===== src/rtl/mem_port_arbiter.sv =====
// Two-port arbiter sharing one synchronous single-port memory between the CPU and DMA.
// One access per three cycles: IDLE (arbitrate) -> ISSUE (mem_en) -> WAIT (capture).
module mem_port_arbiter #(
  parameter int AW    = 12,
  parameter int DW    = 16,
  parameter bit RR_EN = 1'b1
) (
  input  logic          clk,
  input  logic          reset,
  input  logic          p0_req,
  input  logic          p0_we,
  input  logic [AW-1:0] p0_addr,
  input  logic [DW-1:0] p0_wdata,
  output logic          p0_gnt,
  output logic          p0_done,
  output logic [DW-1:0] p0_rdata,
  input  logic          p1_req,
  input  logic          p1_we,
  input  logic [AW-1:0] p1_addr,
  input  logic [DW-1:0] p1_wdata,
  output logic          p1_gnt,
  output logic          p1_done,
  output logic [DW-1:0] p1_rdata,
  output logic          mem_en,
  output logic          mem_we,
  output logic [AW-1:0] mem_addr,
  output logic [DW-1:0] mem_wdata,
  input  logic [DW-1:0] mem_rdata,
  output logic          busy
);

  typedef enum logic [1:0] {
    IDLE  = 2'd0,
    ISSUE = 2'd1,
    WAIT  = 2'd2
  } state_t;

  state_t        state, state_n;
  logic          owner, owner_n;
  logic          last_gnt, last_gnt_n;
  logic          lat_we, lat_we_n;
  logic          win;
  logic          mem_en_n, mem_we_n;
  logic [AW-1:0] mem_addr_n;
  logic [DW-1:0] mem_wdata_n;
  logic          p0_gnt_n, p1_gnt_n;
  logic          p0_done_n, p1_done_n;
  logic [DW-1:0] p0_rdata_n, p1_rdata_n;
  logic          busy_n;

  // Port 1 wins when alone, or on a tie when round-robin says port 0 went last.
  always_comb begin
    win = 1'b1;
    if (p0_req)
      win = p1_req && RR_EN && !last_gnt;
  end

  always_comb begin
    state_n     = state;
    owner_n     = owner;
    last_gnt_n  = last_gnt;
    lat_we_n    = lat_we;
    mem_en_n    = 1'b0;
    mem_we_n    = 1'b0;
    mem_addr_n  = mem_addr;
    mem_wdata_n = mem_wdata;
    p0_gnt_n    = 1'b0;
    p1_gnt_n    = 1'b0;
    p0_done_n   = 1'b0;
    p1_done_n   = 1'b0;
    p0_rdata_n  = p0_rdata;
    p1_rdata_n  = p1_rdata;
    unique case (state)
      IDLE: begin
        if (p0_req || p1_req) begin
          state_n     = ISSUE;
          owner_n     = win;
          lat_we_n    = win ? p1_we : p0_we;
          mem_en_n    = 1'b1;
          mem_we_n    = win ? p1_we : p0_we;
          mem_addr_n  = win ? p1_addr : p0_addr;
          mem_wdata_n = win ? p1_wdata : p0_wdata;
          p0_gnt_n    = !win;
          p1_gnt_n    = win;
        end
      end
      ISSUE: begin
        state_n    = WAIT;
        last_gnt_n = owner;
      end
      WAIT: begin
        state_n   = IDLE;
        p0_done_n = !owner;
        p1_done_n = owner;
        if (!lat_we) begin
          if (owner)
            p1_rdata_n = mem_rdata;
          else
            p0_rdata_n = mem_rdata;
        end
      end
      default: state_n = IDLE;
    endcase
    busy_n = (state_n != IDLE);
  end

  always_ff @(posedge clk) begin
    if (reset) begin
      state     <= IDLE;
      owner     <= 1'b0;
      last_gnt  <= 1'b1;
      lat_we    <= 1'b0;
      mem_en    <= 1'b0;
      mem_we    <= 1'b0;
      mem_addr  <= '0;
      mem_wdata <= '0;
      p0_gnt    <= 1'b0;
      p1_gnt    <= 1'b0;
      p0_done   <= 1'b0;
      p1_done   <= 1'b0;
      p0_rdata  <= '0;
      p1_rdata  <= '0;
      busy      <= 1'b0;
    end else begin
      state     <= state_n;
      owner     <= owner_n;
      last_gnt  <= last_gnt_n;
      lat_we    <= lat_we_n;
      mem_en    <= mem_en_n;
      mem_we    <= mem_we_n;
      mem_addr  <= mem_addr_n;
      mem_wdata <= mem_wdata_n;
      p0_gnt    <= p0_gnt_n;
      p1_gnt    <= p1_gnt_n;
      p0_done   <= p0_done_n;
      p1_done   <= p1_done_n;
      p0_rdata  <= p0_rdata_n;
      p1_rdata  <= p1_rdata_n;
      busy      <= busy_n;
    end
  end

endmodule


===== config.mk =====
export PLATFORM = sky130hd
export DESIGN_NAME = mem_port_arbiter
export DESIGN_NICKNAME = d
export VERILOG_FILES = /design/src/rtl/mem_port_arbiter.sv
export SDC_FILE = /design/constraint.sdc
export NUM_CORES = 1
export LEC_CHECK = 0
export BUFFER_PORTS_ARGS = -buffer_cell sky130_fd_sc_hd__buf_2
export CORE_ASPECT_RATIO = 1.75
export CORE_UTILIZATION = 40
export CTS_CLUSTER_DIAMETER = 150
export CTS_CLUSTER_SIZE = 8
export DETAILED_ROUTE_END_ITERATION = 8
export PLACE_DENSITY = 0.75
export SKIP_LAST_GASP = 1
export SLEW_MARGIN = 10
export SYNTH_ARGS = -nofsm -noshare
export SYNTH_HDL_FRONTEND = slang
export SYNTH_SLANG_ARGS = --single-unit

===== constraint.sdc =====
create_clock -name clk -period 1.6 [get_ports clk]
set_clock_uncertainty 0.15 [all_clocks]
set_input_delay 0.32 -clock clk [delete_from_list [all_inputs] [get_ports clk]]
set_output_delay 0.32 -clock clk [all_outputs]
set_load 0.05 [all_outputs]

==> impl_metrics.prom, run 1 <==
# TYPE chip_impl_metric gauge
chip_impl_metric{name="worst_hold_slack",unit="ps"} 90.8
chip_impl_metric{name="number_of_flops_mapped_to_enable_cells_by_yosys",unit=""} 0
chip_impl_metric{name="finalSetupTns",unit="ps"} 0
chip_impl_metric{name="design.core.area",unit="µm²"} 6910
chip_impl_metric{name="grt_pass1_vias",unit=""} 2956
chip_impl_metric{name="met3_length",unit="µm"} 510
chip_impl_metric{name="number_of_antenna_violations_at_the_first_check_in_global_routing",unit=""} 0
chip_impl_info{name="outcome",value="finished clean"} 1
chip_impl_info{name="worst-setup-path-type",value="reg -> reg"} 1
chip_impl_metric{name="rrSetupSlack",unit="ps"} 70
chip_impl_metric{name="initial_drt_pass_iterations",unit=""} 4
chip_impl_metric{name="globalRoute.totalOverflow",unit=""} 0
chip_impl_metric{name="postCtsSetupBuffers",unit=""} 0
chip_impl_info{name="top_layer_in_use",value="met4"} 1
chip_impl_metric{name="timing_max_transition_violations_final",unit=""} 0
chip_impl_info{name="cp-start-kind",value="register"} 1
chip_impl_metric{name="min_period_over_period",unit=""} 0.955
chip_impl_metric{name="detail_route.wl_per_cell",unit="µm"} 14.5
chip_impl_metric{name="synthCells",unit=""} 347
chip_impl_metric{name="worst-slew-pin-transition",unit="ps"} 308
chip_impl_metric{name="cts-hold-fix-buffers",unit=""} 0
chip_impl_metric{name="vias",unit=""} 3108
chip_impl_metric{name="floorplan_die_area",unit="µm²"} 7590
chip_impl_metric{name="ys_ff_latch",unit=""} 72
chip_impl_metric{name="crit_required",unit="ps"} 1700
chip_impl_metric{name="min_period",unit="ps"} 1530
chip_impl_metric{name="drt_total_wl",unit="µm"} 8370
chip_impl_metric{name="fmax",unit="MHz"} 654
chip_impl_metric{name="syn-mean-instance-area",unit="µm²"} 8.34
chip_impl_metric{name="final_antenna_net_count",unit=""} 0
chip_impl_metric{name="grt_pass1_wl",unit="µm"} 13400
chip_impl_metric{name="floorplan.initialDensity",unit=""} 0.419
chip_impl_metric{name="placedCellCount",unit=""} 562
chip_impl_metric{name="final.fill_count",unit=""} 623
chip_impl_info{name="worstReg2RegEnd",value="p1_rdata[6]$_SDFFE_PP0P_"} 1
chip_impl_metric{name="synth.yosys.seq_area_share",unit=""} 0.498
chip_impl_metric{name="power_density_of_the_placed_cells",unit="nW/µm²"} 1250
chip_impl_info{name="cell_chosen_for_the_clock_root",value="clkbuf_16"} 1
chip_impl_metric{name="finalSetupViolations",unit=""} 0
chip_impl_metric{name="vdd_ir_drop_max",unit="mV"} 0.672
chip_impl_metric{name="drt_drc_violations_left",unit=""} 0
chip_impl_metric{name="routed_length_on_met1",unit="µm"} 3180
chip_impl_metric{name="vert_die_dim",unit="µm"} 114
chip_impl_info{name="worst_reg2reg_path_startpoint",value="state[1]$_SDFF_PP0_"} 1
chip_impl_metric{name="clock_tree.htree_level_count",unit=""} 3
chip_impl_metric{name="layout.cells.non_filler",unit=""} 578
chip_impl_metric{name="ff2ff_path_depth",unit=""} 5
chip_impl_info{name="synthFlopType",value="dfxtp_1"} 1
chip_impl_metric{name="yosys_warnings",unit=""} 0
chip_impl_metric{name="vias_per_cell",unit=""} 5.38
chip_impl_metric{name="crit_path_max_fanout",unit=""} 16
chip_impl_metric{name="rows",unit=""} 40
chip_impl_metric{name="cts.path.max_buffers",unit=""} 2
chip_impl_info{name="hold_class",value="in -> reg"} 1
chip_impl_metric{name="tritoncts.num_buffers",unit=""} 9
chip_impl_metric{name="place.port_buffers",unit=""} 144
chip_impl_metric{name="cts.repair.resized",unit=""} 0
chip_impl_metric{name="area_growth",unit="%"} 42.4
chip_impl_metric{name="detail_route.iter0.violations",unit=""} 148
chip_impl_metric{name="static-leakage-power",unit="nW"} 1.83
chip_impl_metric{name="gpl.final_weighted_congestion",unit=""} 0.753
chip_impl_metric{name="hold_viol_final",unit=""} 0
chip_impl_info{name="min_from",value="mem_rdata[6]"} 1
chip_impl_metric{name="slew_headroom",unit=""} 0.795
chip_impl_metric{name="netlist_area",unit="µm²"} 2890
chip_impl_metric{name="clk_latency",unit="ps"} 330
chip_impl_metric{name="maximum_number_of_pins_on_one_net_before_global_route_repair",unit=""} 32
chip_impl_metric{name="io_pins",unit=""} 145
chip_impl_metric{name="met2_length",unit="µm"} 4440
chip_impl_metric{name="drive_above_1_share",unit=""} 0.381
chip_impl_metric{name="maxCapViolations",unit=""} 0
chip_impl_metric{name="cts.clk_slew.worst_paths",unit="ps"} 50
chip_impl_info{name="worstSetupEndpointType",value="register"} 1
chip_impl_metric{name="cts.sinks",unit=""} 72
chip_impl_info{name="min_delay_worst_endpoint",value="p0_rdata[6]$_SDFFE_PP0P_"} 1
chip_impl_metric{name="min_path_cells",unit=""} 3
chip_impl_info{name="tritoncts",value="done"} 1
chip_impl_metric{name="finalNetCount",unit=""} 567
chip_impl_metric{name="post-dp-hpwl",unit="µm"} 6130
chip_impl_metric{name="async_reset_ff_frac",unit=""} 0
chip_impl_metric{name="antenna-diode-count",unit=""} 0
chip_impl_metric{name="worstPathArrival",unit="ps"} 1630
chip_impl_metric{name="die_width",unit="µm"} 66.3
chip_impl_metric{name="synth_cell_type_count",unit=""} 28
chip_impl_metric{name="mapped_nets",unit=""} 425
chip_impl_metric{name="total_grt_usage",unit=""} 0.232
chip_impl_info{name="rsz0062_at_grt",value="no"} 1
## metal layers
metal | GRT usage | vias to the layer above
li1 | - | 1533
met1 | 0.243 | 1417
met2 | 0.422 | 141
met3 | 0.0418 | 17
met4 | 0.122 | 0
met5 | 0 | -
## registers in the layout, summed over array words and instances, names as in the netlist, 2 cells and up
register and flops:
p1_rdata 16, state 2, mem_addr 12, p0_rdata 16, mem_wdata 16
## worst max path at each step
stage	to	startpoint	cells past startpoint	slack, ps
3_3_place_gp	mem_addr[10]$_SDFFE_PP0P_	p1_req	5	100
4_1_cts	p1_rdata[6]$_SDFFE_PP0P_	state[1]$_SDFF_PP0_	5	70
6_report	p1_rdata[6]$_SDFFE_PP0P_	state[1]$_SDFF_PP0_	5	70
3_5_place_dp	mem_wdata[11]$_SDFFE_PP0P_	p1_req	5	40
2_1_floorplan	p0_rdata[15]$_SDFFE_PP0P_	owner$_SDFFE_PP0P_	5	70
5_1_grt	p1_rdata[11]$_SDFFE_PP0P_	state[1]$_SDFF_PP0_	5	30
## where the power goes
group	total, W	internal (W)	switching (W)
sequential	0.00199	0.00192	0.0000674
combinational	0.00108	0.000338	0.000742
clock	0.00207	0.00137	0.000697
total	0.00514	0.00363	0.00151
## kinds of logic after synthesis
| logic type | after synthesis | synth area share |
|---|---|---|
| AO/OA/AOI/OAI | 123 | 0.254 |
| flip-flops | 72 | 0.498 |
| multiplexers | 1 | 0.00346 |
| AND/OR/NAND/NOR | 113 | 0.183 |
| buffers and inverters | 38 | 0.0606 |
## cell usage in the layout (no fill, tap or decap)
cell         n
and2_1       1
nor3_1       1
dfxtp_1     72
a311oi_2     1
clkinv_2     1
nor4bb_1     1
nand4bb_1    1
or4b_1       1
or2_1        1
inv_1        1
nor4b_1      1
nor4b_4      1
nand2_1     65
a21oi_1     63
nor4_1       1
a311oi_1    28
nor2b_2      1
a211oi_1     2
nand3_1     29
buf_2      144
bufinv_16    1
nor4bb_2     1
o21ai_0     29
nor2_1       4
mux2i_1      1
nor2_2       1
buf_4       19
clkbuf_8     4
clkbuf_1     1
nand2b_1     3
clkbuf_16    9
buf_12       5
## final cells by class
cell class                 instances  area [µm²]  area share
sequential                        72        1440       0.350
multi-input combinational        237        1290       0.312
timing repair buffer             168         963       0.234
clock buffer                      14         284      0.0689
tap                               84         105      0.0255
clock inverter                     2        35.0     0.00850
inverter                           1        3.75    0.000911
## cell usage after synthesis, types with 3 or more instances
cell | instances | area share
nor2_1 | 5 | 0.0065
a21oi_1 | 63 | 0.11
buf_2 | 15 | 0.026
o21ai_0 | 29 | 0.050
dfxtp_1 | 72 | 0.50
nand2b_1 | 3 | 0.0065
clkbuf_1 | 17 | 0.022
nand3_1 | 29 | 0.050
a311oi_1 | 28 | 0.085
nand2_1 | 65 | 0.084
## through the flow
step | total power [W] | cell area (µm²) | setup WS (ps) | utilization
floorplan | 0.00275 | 2890 | 69.2 | -
global placement | 0.00309 | 3800 | 97.5 | 0.550
detailed placement | 0.00310 | 3800 | 40.8 | 0.550
CTS | 0.00518 | 4120 | 72.7 | 0.597
global route | 0.00533 | 4120 | 33.8 | 0.597
finish | 0.00514 | 4120 | 71.3 | 0.597
## critical path: stages, from the launching register on
cell and delay, ps:
dfxtp_1 390, buf_4 150, nor4bb_2 260, buf_4 270, nand2_1 90, a21oi_1 140
Power figures use the tool's default switching activity.
==> run 2, diff against run 1 <==
- CTS_CLUSTER_DIAMETER: 150 -> unset
- PLACE_DENSITY: 0.75 -> 0.83
==> run 2 against run 1 <==
Against the previous run:
- setup slack improved by 57 ps
- cell area rose by 0.18%
- cell count fell by 0.17%
- core utilization is 0.11 points higher
- worst hold slack gained 5.5 ps
- flip-flop and latch count unchanged
- critical endpoint is now p0_rdata[4]$_SDFFE_PP0P_
- largest power group is now registers
==> impl_metrics.prom, run 2 (synthesis gave the netlist of run 1 again) <==
# TYPE chip_impl_metric gauge
chip_impl_metric{name="antenna-diode-count",unit=""} 0
chip_impl_metric{name="globalRoute.totalOverflow",unit=""} 0
chip_impl_metric{name="grt_util_met1",unit=""} 0.232
chip_impl_metric{name="area_growth",unit="%"} 42.7
chip_impl_metric{name="floorplan.initialDensity",unit=""} 0.419
chip_impl_metric{name="initial_drt_pass_iterations",unit=""} 4
chip_impl_metric{name="min_period_over_period",unit=""} 0.920
chip_impl_info{name="gr-max-usage-layer",value="met2"} 1
chip_impl_info{name="final_common_cell",value="buf_2"} 1
chip_impl_info{name="tritoncts",value="done"} 1
chip_impl_metric{name="min_period",unit="ps"} 1470
chip_impl_metric{name="finalSetupTns",unit="ps"} 0
chip_impl_info{name="cell_chosen_for_the_clock_root",value="clkbuf_16"} 1
chip_impl_metric{name="gpl.final_weighted_congestion",unit=""} 0.815
chip_impl_metric{name="share_comb_of_total_power",unit=""} 0.215
chip_impl_metric{name="rows",unit=""} 40
chip_impl_metric{name="timing.critical_path.slowest_cell_delay",unit="ps"} 440
chip_impl_info{name="outcome",value="finished clean"} 1
chip_impl_metric{name="finalSetupViolations",unit=""} 0
chip_impl_metric{name="drive_above_1_share",unit=""} 0.377
chip_impl_metric{name="cts.repair.resized",unit=""} 0
chip_impl_metric{name="worstPathArrival",unit="ps"} 1530
chip_impl_info{name="rsz0062_at_grt",value="no"} 1
chip_impl_metric{name="vdd_ir_drop_max",unit="mV"} 0.802
chip_impl_info{name="top_regs",value="mem_wdata x16, p0_rdata x16, p1_rdata x16"} 1
chip_impl_info{name="worstPathCellList",value="or4b_1 > buf_4 > nand2_1 > a21oi_1"} 1
chip_impl_metric{name="maximum_number_of_pins_on_one_net_before_global_route_repair",unit=""} 32
chip_impl_metric{name="vert_die_dim",unit="µm"} 114
chip_impl_metric{name="power_frac_clock",unit=""} 0.392
chip_impl_metric{name="crit_path_max_fanout",unit=""} 16
chip_impl_metric{name="global_route.usage.met2",unit=""} 0.410
chip_impl_metric{name="total_switching_power",unit="W"} 0.00150
chip_impl_metric{name="fmax",unit="MHz"} 679
chip_impl_metric{name="multi_input_comb_area",unit="µm²"} 1300
chip_impl_info{name="hold_class",value="in -> reg"} 1
chip_impl_metric{name="detail_route.iter0.violations",unit=""} 159
chip_impl_metric{name="maxCapViolations",unit=""} 0
chip_impl_metric{name="power_density_of_the_placed_cells",unit="nW/µm²"} 1220
chip_impl_metric{name="total_grt_usage",unit=""} 0.222
chip_impl_info{name="worst_reg2reg_path_startpoint",value="state[1]$_SDFF_PP0_"} 1
chip_impl_metric{name="rrSetupSlack",unit="ps"} 130
chip_impl_metric{name="number_of_antenna_violations_at_the_first_check_in_global_routing",unit=""} 0
chip_impl_metric{name="static-leakage-power",unit="nW"} 1.82
chip_impl_metric{name="cts.path.max_buffers",unit=""} 2
chip_impl_metric{name="grt_pass1_wl",unit="µm"} 12900
chip_impl_info{name="worstSetupEndpointType",value="register"} 1
chip_impl_info{name="worst-setup-path-type",value="reg -> reg"} 1
chip_impl_metric{name="clk_latency",unit="ps"} 320
chip_impl_info{name="crit_slowest_cell",value="or4b_1"} 1
chip_impl_info{name="min_from",value="mem_rdata[7]"} 1
chip_impl_metric{name="final.fill_count",unit=""} 597
chip_impl_metric{name="detail_route.wl_per_cell",unit="µm"} 14.2
chip_impl_metric{name="cts-hold-fix-buffers",unit=""} 0
chip_impl_metric{name="design.core.area",unit="µm²"} 6910
chip_impl_info{name="final_cell_mix",value="144 x buf_2, 72 x dfxtp_1, 65 x nand2_1, 63 x a21oi_1"} 1
chip_impl_metric{name="place.port_buffers",unit=""} 144
chip_impl_metric{name="hold_viol_final",unit=""} 0
chip_impl_metric{name="vias_per_cell",unit=""} 5.37
chip_impl_metric{name="min_path_cells",unit=""} 3
chip_impl_metric{name="floorplan_die_area",unit="µm²"} 7590
chip_impl_metric{name="worst-slew-pin-transition",unit="ps"} 327
chip_impl_metric{name="sw_frac_of_total",unit=""} 0.297
chip_impl_metric{name="intPower",unit="W"} 0.00355
chip_impl_metric{name="crit_required",unit="ps"} 1650
chip_impl_metric{name="post-dp-hpwl",unit="µm"} 6120
chip_impl_metric{name="ff_latch_area",unit="µm²"} 1440
chip_impl_metric{name="grt_pass1_vias",unit=""} 2889
chip_impl_metric{name="tritoncts.num_buffers",unit=""} 9
chip_impl_metric{name="cts.clk_slew.worst_paths",unit="ps"} 60
chip_impl_metric{name="drt_total_wl",unit="µm"} 8180
chip_impl_metric{name="drt_drc_violations_left",unit=""} 0
chip_impl_metric{name="die_width",unit="µm"} 66.3
chip_impl_metric{name="finalCoreUtilization",unit=""} 0.598
chip_impl_metric{name="postCtsSetupBuffers",unit=""} 0
chip_impl_metric{name="timing_max_transition_violations_final",unit=""} 0
chip_impl_metric{name="final_antenna_net_count",unit=""} 0
chip_impl_info{name="worstReg2RegEnd",value="p0_rdata[4]$_SDFFE_PP0P_"} 1
chip_impl_metric{name="cts.sinks",unit=""} 72
chip_impl_info{name="cp-start-kind",value="register"} 1
chip_impl_metric{name="slew_headroom",unit=""} 0.780
chip_impl_metric{name="ff2ff_path_depth",unit=""} 4
chip_impl_info{name="min_delay_worst_endpoint",value="p0_rdata[7]$_SDFFE_PP0P_"} 1
chip_impl_metric{name="gr-usage-met3",unit=""} 0.0319
chip_impl_metric{name="io_pins",unit=""} 145
chip_impl_metric{name="clock_tree.htree_level_count",unit=""} 3
chip_impl_metric{name="power.sequential.fraction",unit=""} 0.393
chip_impl_metric{name="finalNetCount",unit=""} 566
chip_impl_metric{name="vias",unit=""} 3099
run 2: worst max path at each step:
stage	start	endpoint	slack, ps	cells past startpoint
floorplan	owner$_SDFFE_PP0P_	p0_rdata[15]$_SDFFE_PP0P_	70	5
global placement	p1_req	mem_addr[10]$_SDFFE_PP0P_	110	5
detailed placement	p1_req	mem_addr[6]$_SDFFE_PP0P_	30	5
CTS	state[1]$_SDFF_PP0_	p0_rdata[4]$_SDFFE_PP0P_	130	4
global route	state[0]$_SDFF_PP0_	p1_rdata[3]$_SDFFE_PP0P_	50	5
finish	state[1]$_SDFF_PP0_	p0_rdata[4]$_SDFFE_PP0P_	130	4
run 2: per-layer routing:
metal,wire [µm],part of all wire
met3,502,0.061
met1,3120,0.38
met5,0,0
met2,4440,0.54
met4,123,0.015
run 2: final cells by class:
| class | instances | area share |
|---|---|---|
| clock buffers | 13 | 0.0630 |
| clock inverters | 3 | 0.00970 |
| inverters | 1 | 0.000909 |
| multi-input cells | 237 | 0.314 |
| flip-flops and latches | 72 | 0.349 |
| well taps | 84 | 0.0255 |
| repair buffers | 167 | 0.238 |
run 2: worst max-delay path, delay by kind of cell, from the launching register on:
| family | cells | cell delay (ps) |
|---|---|---|
| simple gates | 2 | 530 |
| flops | 1 | 400 |
| buf+inv | 1 | 210 |
| compound gates | 1 | 70 |
run 2: power by group through the flow:
| stage | clock network, W | logic (W) | registers, W |
|---|---|---|---|
| after floorplan | 0 | 0.000341 | 0.00241 |
| after global placement | 0 | 0.00107 | 0.00202 |
| after detailed placement | 0 | 0.00109 | 0.00202 |
| after CTS | 0.00202 | 0.00109 | 0.00199 |
| after global routing | 0.00208 | 0.00116 | 0.00200 |
| final | 0.00198 | 0.00109 | 0.00199 |
run 2: metrics by stage:
stage / cells / power [W] / area (µm²) / setup slack, ps / hold WS (ps)
4_1_cts: 577 / 0.00509 / 4130 / 127 / 81.2
3_3_place_gp: 561 / 0.00309 / 3830 / 107 / 289
2_1_floorplan: 347 / 0.00275 / 2890 / 69.2 / 306
6_report: 577 / 0.00505 / 4130 / 128 / 96.2
3_5_place_dp: 561 / 0.00311 / 3830 / 26.9 / 293
5_1_grt: 577 / 0.00524 / 4130 / 47.5 / 105
